File: src/rtl/mips_pkg.sv
// Shared MIPS core definitions: register address width, control-bundle bit positions
// and immediate extension.
package mips_pkg;

    localparam int REG_AW = 5;
    localparam logic [REG_AW-1:0] REG_ZERO = 5'd0;

    localparam int CTRL_MEMREAD_BIT = 0;

    localparam int IMM_W = 16;
    localparam int XLEN  = 32;

    function automatic logic [XLEN-1:0] ext_imm(input logic [IMM_W-1:0] imm, input logic sext);
        return {{(XLEN-IMM_W){sext & imm[IMM_W-1]}}, imm};
    endfunction

endpackage

File: src/rtl/id_operand_sel.sv
// One ID/EX source operand: forces $zero to 0 and, when ID_EX_BYPASS_EN is defined,
// selects same-cycle writeback data over the register file read.
module id_operand_sel
    import mips_pkg::*;
#(
    parameter int WIDTH = 32
) (
    input  logic [REG_AW-1:0] addr_i,
    input  logic [WIDTH-1:0]  rd_i,
    input  logic              wb_we_i,
    input  logic [REG_AW-1:0] wb_addr_i,
    input  logic [WIDTH-1:0]  wb_data_i,
    output logic [WIDTH-1:0]  opnd_o,
    output logic              wb_hit_o
);

    // A writeback to $zero never counts as a hit.
    assign wb_hit_o = wb_we_i && (wb_addr_i != REG_ZERO) && (wb_addr_i == addr_i);

`ifdef ID_EX_BYPASS_EN
    assign opnd_o = (addr_i == REG_ZERO) ? '0 : (wb_hit_o ? wb_data_i : rd_i);
`else
    logic unused_wb_data;
    assign unused_wb_data = ^wb_data_i;
    assign opnd_o = (addr_i == REG_ZERO) ? '0 : rd_i;
`endif

endmodule

File: src/rtl/id_ex_stage.sv
// ID/EX pipeline register with load-use bubbles, hold-time writeback refresh and flush.
// ID_EX_BYPASS_EN selects same-cycle writeback bypass; otherwise a matching write stalls the read.
module id_ex_stage
    import mips_pkg::*;
#(
    parameter int WIDTH    = 32,
    parameter int CTRL_W   = 12,
    parameter int LOAD_BIT = CTRL_MEMREAD_BIT
) (
    input  logic              clk,
    input  logic              rst,
    input  logic              in_valid,
    output logic              in_ready,
    input  logic [REG_AW-1:0] in_rs,
    input  logic [REG_AW-1:0] in_rt,
    input  logic [REG_AW-1:0] in_rd,
    input  logic [IMM_W-1:0]  in_imm,
    input  logic              in_sext,
    input  logic [CTRL_W-1:0] in_ctrl,
    input  logic [WIDTH-1:0]  rd1,
    input  logic [WIDTH-1:0]  rd2,
    input  logic              wb_we,
    input  logic [REG_AW-1:0] wb_addr,
    input  logic [WIDTH-1:0]  wb_data,
    input  logic              flush,
    input  logic              ex_ready,
    output logic              ex_valid,
    output logic [WIDTH-1:0]  ex_a,
    output logic [WIDTH-1:0]  ex_b,
    output logic [WIDTH-1:0]  ex_imm,
    output logic [REG_AW-1:0] ex_rs,
    output logic [REG_AW-1:0] ex_rt,
    output logic [REG_AW-1:0] ex_rd,
    output logic [CTRL_W-1:0] ex_ctrl
);

    logic              ex_valid_q, ex_valid_d;
    logic [WIDTH-1:0]  ex_a_q, ex_a_d, ex_b_q, ex_b_d, ex_imm_q, ex_imm_d;
    logic [REG_AW-1:0] ex_rs_q, ex_rs_d, ex_rt_q, ex_rt_d, ex_rd_q, ex_rd_d;
    logic [CTRL_W-1:0] ex_ctrl_q, ex_ctrl_d;

    logic [WIDTH-1:0]  opnd_a, opnd_b;
    logic              hit_a, hit_b;
    logic              load_use, raw_stall, accept, refresh_a, refresh_b;

    id_operand_sel #(.WIDTH(WIDTH)) u_sel_a (
        .addr_i(in_rs), .rd_i(rd1), .wb_we_i(wb_we), .wb_addr_i(wb_addr),
        .wb_data_i(wb_data), .opnd_o(opnd_a), .wb_hit_o(hit_a)
    );

    id_operand_sel #(.WIDTH(WIDTH)) u_sel_b (
        .addr_i(in_rt), .rd_i(rd2), .wb_we_i(wb_we), .wb_addr_i(wb_addr),
        .wb_data_i(wb_data), .opnd_o(opnd_b), .wb_hit_o(hit_b)
    );

`ifdef ID_EX_BYPASS_EN
    logic unused_hits;
    assign unused_hits = hit_a | hit_b;
    assign raw_stall   = 1'b0;
`else
    // Without the bypass the read is retried once the regfile write has landed.
    assign raw_stall   = hit_a | hit_b;
`endif

    assign load_use = ex_valid_q && ex_ctrl_q[LOAD_BIT] && (ex_rt_q != REG_ZERO)
                      && ((ex_rt_q == in_rs) || (ex_rt_q == in_rt));
    assign in_ready = (!ex_valid_q || ex_ready) && !load_use && !flush && !raw_stall;
    assign accept   = in_valid && in_ready;

    assign refresh_a = wb_we && (wb_addr != REG_ZERO) && (wb_addr == ex_rs_q);
    assign refresh_b = wb_we && (wb_addr != REG_ZERO) && (wb_addr == ex_rt_q);

    always_comb begin
        ex_valid_d = ex_valid_q;
        ex_a_d     = ex_a_q;
        ex_b_d     = ex_b_q;
        ex_imm_d   = ex_imm_q;
        ex_rs_d    = ex_rs_q;
        ex_rt_d    = ex_rt_q;
        ex_rd_d    = ex_rd_q;
        ex_ctrl_d  = ex_ctrl_q;
        if (flush) begin
            ex_valid_d = 1'b0;
        end else if (accept) begin
            ex_valid_d = 1'b1;
            ex_a_d     = opnd_a;
            ex_b_d     = opnd_b;
            ex_imm_d   = WIDTH'(ext_imm(in_imm, in_sext));
            ex_rs_d    = in_rs;
            ex_rt_d    = in_rt;
            ex_rd_d    = in_rd;
            ex_ctrl_d  = in_ctrl;
        end else if (ex_valid_q && !ex_ready) begin
            // Stalled entry picks up results that retire while it waits.
            if (refresh_a) ex_a_d = wb_data;
            if (refresh_b) ex_b_d = wb_data;
        end else begin
            ex_valid_d = 1'b0;
        end
    end

    always_ff @(posedge clk or negedge rst) begin
        if (!rst) begin
            ex_valid_q <= 1'b0;
            ex_a_q     <= '0;
            ex_b_q     <= '0;
            ex_imm_q   <= '0;
            ex_rs_q    <= '0;
            ex_rt_q    <= '0;
            ex_rd_q    <= '0;
            ex_ctrl_q  <= '0;
        end else begin
            ex_valid_q <= ex_valid_d;
            ex_a_q     <= ex_a_d;
            ex_b_q     <= ex_b_d;
            ex_imm_q   <= ex_imm_d;
            ex_rs_q    <= ex_rs_d;
            ex_rt_q    <= ex_rt_d;
            ex_rd_q    <= ex_rd_d;
            ex_ctrl_q  <= ex_ctrl_d;
        end
    end

    assign ex_valid = ex_valid_q;
    assign ex_a     = ex_a_q;
    assign ex_b     = ex_b_q;
    assign ex_imm   = ex_imm_q;
    assign ex_rs    = ex_rs_q;
    assign ex_rt    = ex_rt_q;
    assign ex_rd    = ex_rd_q;
    assign ex_ctrl  = ex_ctrl_q;

endmodule

File: config.mk
export PLATFORM = sky130hd
export DESIGN_NAME = id_ex_stage
export DESIGN_NICKNAME = d
export VERILOG_FILES = /design/src/rtl/mips_pkg.sv /design/src/rtl/id_operand_sel.sv /design/src/rtl/id_ex_stage.sv
export SDC_FILE = /design/constraint.sdc
export NUM_CORES = 1
export LEC_CHECK = 0
export CAP_MARGIN = 30
export CORE_MARGIN = 5
export CORE_UTILIZATION = 43
export DETAILED_ROUTE_END_ITERATION = 10
export GPL_ROUTABILITY_DRIVEN = 0
export PLACE_DENSITY = 0.81
export REMOVE_ABC_BUFFERS = 1
export SYNTH_ARGS = -nofsm -noshare
export SYNTH_HDL_FRONTEND = slang
export SYNTH_HIERARCHICAL = 1
export SYNTH_SLANG_ARGS = --single-unit
File: constraint.sdc
create_clock -name clk -period 2.6 [get_ports clk]
set_clock_uncertainty 0.2 [all_clocks]
set_input_delay 0.65 -clock clk [delete_from_list [all_inputs] [get_ports clk]]
set_output_delay 0.65 -clock clk [all_outputs]
set_load 0.01 [all_outputs]
* Yosys cells after proc, flatten, opt, wreduce, memory -nomap -nowiden
Index checks and enable logic that the tools add are counted.
** Operators by class
- Eq/ne operators :: 7
- Multiplexer cells :: 11
- Bitwise logic cells :: 3
- Reduce and logical (&&, ||, !) cells :: 30
** Operator list (count)
- $mux 32 :: 8
- $eq 5x5->1 :: 6
- $logic_and 1x1->1 :: 13
- $logic_not 5->1 :: 2
- $reduce_bool 5->1 :: 2
- $reduce_and 3->1 :: 2
- $reduce_bool 2->1 :: 3
- $logic_not 1->1 :: 5
- $mux 1 :: 3
- $ne 3x3->1 const B :: 1
- $logic_or 1x1->1 :: 2
- $reduce_and 2->1 :: 1
- $and 1x1->1 :: 1
- $not 1->1 :: 1
- $or 1x1->1 :: 1
** Storage, ports and cells
- Register bits after elaboration :: 109
- Input port bits :: 151
- Output and inout bits :: 125
- Logic and storage cells :: 59

* Longest topological paths before layout
- Word-level depth :: 10
- Mapped depth :: 9
- Depth with buffers taken out :: 7

* Modules after synthesis
The synthesis kept the hierarchy.
** By module, submodules not included
- id_ex_stage :: times used 1, cells each 358, area each 5721.7 um2, sequential area each 2727.6 um2
- id_operand_sel :: times used 2, cells each 47, area each 312.8 um2, sequential area each 0.0 um2

* Least setup slack after synthesis
No wires, ideal clock.
- Path type :: input to register
- Start :: in wb_addr[0]
- End :: reg ex_imm_q[0] (netlist: ex_imm[0])
- Setup time :: 0.125 ns
- Arrival :: 2.355 ns
- Required time :: 2.275 ns
- Slack :: -0.080 ns
- Stages :: 8
- Path buffers :: 2
- Cells stage by stage :: o41ai_1 > a211oi_1 > nor4_1 > nand2_1 > a21oi_1 > buf_4 > buf_4 > mux2_2
** On the way
- Word-level cells in the longest chain between the ends :: 8
- Elaborated cells between the ends (all ways) :: 11
- Classes of those cells :: eq/ne: 2; bitwise: 1; reduce/logical: 8
** Ends and longest elaborated chain
- start: declaration :: RTL line id_ex_stage.sv:23 : input logic [REG_AW-1:0] wb_addr,
- $reduce_bool 5->1 :: RTL line id_operand_sel.sv:18 : assign wb_hit_o = wb_we_i && (wb_addr_i != REG_ZERO) && (wb_addr_i == addr_i);
- $logic_and 1x1->1 :: RTL line id_operand_sel.sv:18
- $logic_and 1x1->1 (*) :: RTL line id_operand_sel.sv:18
- via hit_b :: RTL line id_ex_stage.sv:43 : logic hit_a, hit_b;
- $or 1x1->1 (*) :: RTL line id_ex_stage.sv:62 : assign raw_stall = hit_a | hit_b;
- $logic_not 1->1 (*) :: RTL line id_ex_stage.sv:67 : assign in_ready = (!ex_valid_q || ex_ready) && !load_use && !flush && !raw_stall;
- $logic_and 1x1->1 (*) :: RTL line id_ex_stage.sv:67
- $logic_and 1x1->1 (*) :: RTL line id_ex_stage.sv:68 : assign accept = in_valid && in_ready;
- $reduce_and 2->1 (no source line) (*)
- end signal: assignment :: RTL line id_ex_stage.sv:116 : ex_imm_q <= ex_imm_d;
- end: declaration :: RTL line id_ex_stage.sv:38 : logic [WIDTH-1:0] ex_a_q, ex_a_d, ex_b_q, ex_b_d, ex_imm_q, ex_imm_d;
Mark *: on every way through the listed nets, which the timed path passes. The rest lies on a longest branch.
A chain may end at the register's enable or synchronous reset.

* Final worst setup path
- Start :: in wb_addr[3]
- End :: reg ex_a_q[4] (netlist: ex_a[4])
** On the way
- Word-level cells in the longest chain between the ends :: 9
- Elaborated cells between the ends (all ways) :: 16
- Classes of those cells :: eq/ne: 3; mux: 1; bitwise: 1; reduce/logical: 11
** Ends and longest elaborated chain
- $reduce_bool 5->1 :: RTL line id_operand_sel.sv:18, id_ex_stage.sv:70
- $logic_and 1x1->1 :: RTL line id_operand_sel.sv:18, id_ex_stage.sv:70
- $logic_and 1x1->1 :: RTL line id_operand_sel.sv:18
- $or 1x1->1 :: RTL line id_ex_stage.sv:62
- $logic_not 1->1 :: RTL line id_ex_stage.sv:67
- $logic_and 1x1->1 :: RTL line id_ex_stage.sv:67
- $logic_and 1x1->1 :: RTL line id_ex_stage.sv:68
- $reduce_bool 2->1 (no source line)
- $reduce_and 3->1 (no source line)
- end signal: assignment :: RTL line id_ex_stage.sv:105 : ex_a_q <= '0;
- end signal: assignment :: RTL line id_ex_stage.sv:114 : ex_a_q <= ex_a_d;
- end: declaration :: RTL line id_ex_stage.sv:38
Parallel ways exist; a longest one is shown, timed or not.

==> qor.csv <==
metric;value;unit
ant_nets;0;
grt_pass1_wl;31220;um
slowest_stage;or4_4;
worstSetupStartpointType;input port;
grt_pass1_vias;5512;
avgSynthCellArea;14.04;um^2
wl_per_cell;21.29;um
htree_num_levels;3;
cts_buffers;9;
setup_viol;65;
coreArea;0.01448;mm^2
final_cell_count_no_fill;952;
finalHoldViolCount;0;
track_usage;0.2242;
cpMostUsedCell;buf_6;
power.leakage;4.535;nW
vdd_drop_max;0.0003462;V
grt_overflow;0;
port_buffers;275;
failed_checks;setup timing;
fillCellCount;974;
rows;44;
first_iter_violations;144;
ys_warn_count;6;
r2r_start;ex_rt[0]$_DFFE_PN0P_;
critPathKind;in -> reg;
vias;4753;
wirelength;20270;um
postPlaceCellArea;0.009539;mm^2
final_common_cell;clkdlybuf4s50_1;
fin_area;0.01038;mm^2
cts_tree;built;
worst_hold_path_type;reg -> reg;
crit_chain;buf_8 > buf_6 > buf_6 > or4_4 > o2111ai_4 > buf_6 > nor4_4 > buf_6 > clkbuf_16 > mux2_4 > mux2_4;
worst_slack;-0.2052;ns
cts-root-buf;clkbuf_16;
r2r_slack;0.14;ns
final_cell_mix;clkdlybuf4s50_1 (255), mux2_4 (124), dfrtp_1 (109), nor2b_1 (64), mux2_2 (46);
crit_cells;11;
cp_top_family;buffers and inverters;
worstMarginPinSlew;0.5709;ns
final_max_slew_viol_count;0;
insertedDiodeCount;0;
rsz0062_at_grt;yes;
clk_pin_slew;0.08;ns
max_freq;356.5;MHz
clk_latency;0.35;ns
post-place-cells;914;
power;5.997;mW
remaining_drc_errors;0;
tns;-9.038;ns
utilization;0.7166;
drtPass1Iterations;4;
min_period;2.805;ns
ys_seq_elements;109;
power.density;578.0;mW/mm^2
end_kind;register;
start_util;0.4384;
reg2reg_depth;6;
fp.dieW;131.5;um
via_per_inst;4.993;
fin_crit_sh;1.079;
hold_start;ex_ctrl[11]$_DFFE_PN0P_;
cts_max_path_buffers;2;
ys_types;30;
syn_inst;452;
crit_start;wb_addr[3];
clkSinkCount;109;
dpl.hpwl;14180;um
drive_gt1_frac;0.3737;
status;finished with violations;
crit_fanout;8;
required;2.64;ns
area_delta_synth_final;63.45;%
slew_headroom;0.6194;
netlist_area;0.006347;mm^2
critical_path_buf_inv_count;6;
grt_max_degree;103;
max-cap-violations;0;
critPathMaxStageDelay;0.49;ns
cp.arrival;2.85;ns
die_height;131.5;um
min_path_cells;1;
dieArea;0.01729;mm^2
pin_count;276;
fin_nets;914;
antenna_found_initial;0;
seq_area_frac_synth;0.4297;
==> layout make-up <==
cell class / instances / area, um^2 / share of cell area
Timing Repair Buffer: 340 / 3587 / 0.3458
Multi-Input combinational cell: 301 / 3521 / 0.3394
Sequential cell: 109 / 2728 / 0.2629
Tap cell: 184 / 230.2 / 0.02219
Clock buffer: 10 / 229.0 / 0.02207
Clock inverter: 6 / 72.57 / 0.006995
Inverter: 2 / 7.507 / 0.0007236
==> final timing paths <==
path / endpoint
setup / recovery: ex_a[4]$_DFFE_PN0P_
hold / removal: ex_ctrl[11]$_DFFE_PN0P_
setup reg to reg: ex_a[9]$_DFFE_PN0P_
hold reg to reg: ex_ctrl[11]$_DFFE_PN0P_
max in group asynchronous: ex_a[4]$_DFFE_PN0P_
min in group asynchronous: ex_imm[1]$_DFFE_PN0P_
==> cell families after synthesis <==
| group | after synthesis | synth area share |
|---|---|---|
| AO/OA/AOI/OAI | 11 | 0.01617 |
| XOR/XNOR | 28 | 0.03864 |
| buffers and inverters | 42 | 0.04731 |
| flip-flops | 109 | 0.4297 |
| multiplexers | 172 | 0.3759 |
| AND/OR/NAND/NOR | 90 | 0.09225 |
==> where the power goes <==
| part | internal [mW] | leakage (nW) | switching, mW |
|---|---|---|---|
| sequential | 2.01 | 1.29 | 0.225 |
| clock | 0.759 | 0.149 | 0.660 |
| combinational | 1.56 | 3.10 | 0.785 |
| total | 4.33 | 4.53 | 1.67 |
==> per-layer routing <==
metal | GRT usage | share of wire
met1 | 0.2638 | 0.40
met2 | 0.3993 | 0.52
met5 | 0 | 0
met3 | 0.05313 | 0.048
met4 | 0.07829 | 0.026
==> registers in the layout, indices dropped and copies added (netlist names) <==
| register | cells |
|---|---|
| ex_a | 32 |
| ex_b | 32 |
| ex_imm | 17 |
| ex_ctrl | 12 |
| ex_rd | 5 |
| ex_rs | 5 |
| ex_rt | 5 |
| ex_valid | 1 |
==> worst reg2reg max path, stage by stage (launching register included) <==
cell and delay (ns):
dfrtp_1 0.37, or3_1 0.38, o311a_1 0.37, buf_4 0.18
a21o_4 0.24, bufbuf_16 0.31, mux2_4 0.30
==> metrics by stage <==
| step | hold WS [ns] | setup WS (ns) |
|---|---|---|
| finish | 0.3109 | -0.2052 |
| detailed placement | 0.2795 | -1.115 |
| global route | 0.3294 | -0.2440 |
| floorplan | 0.1544 | -1.603 |
| global placement | 0.2764 | -1.047 |
| CTS | 0.3171 | -0.1010 |
==> Yosys cell counts (all sizes together) <==
master | n | area (um^2)
xnor2 | 24 | 210.2
buf | 38 | 285.3
nand3 | 6 | 30.03
clkbuf | 2 | 7.510
o311a | 1 | 10.01
o22ai | 1 | 6.260
inv | 2 | 7.510
nand2 | 8 | 30.03
nor2 | 4 | 30.03
or3 | 1 | 6.260
a21boi | 1 | 7.510
xor2 | 4 | 35.03
o41ai | 2 | 17.52
a21o | 1 | 7.510
a21oi | 1 | 5.000
dfrtp | 109 | 2728
o2111ai | 1 | 26.28
o21a | 1 | 7.510
mux2 | 171 | 2376
a211oi | 2 | 15.01
or4 | 3 | 33.78
nor2b | 65 | 406.6
mux2i | 1 | 10.01
nor4 | 3 | 48.80
==> repair_timing <==
item | in CTS | in global routing
hold endpoints to repair | 7 | 0
gates cloned | 3 | 4
endpoints found under the setup margin | 110 | 108
buffers inserted | 10 | 9
pin swaps | 15 | 6
gates resized for setup | 78 | 20
hold buffers | 1 | 0
Note: power is estimated with default switching activity, not from simulation.
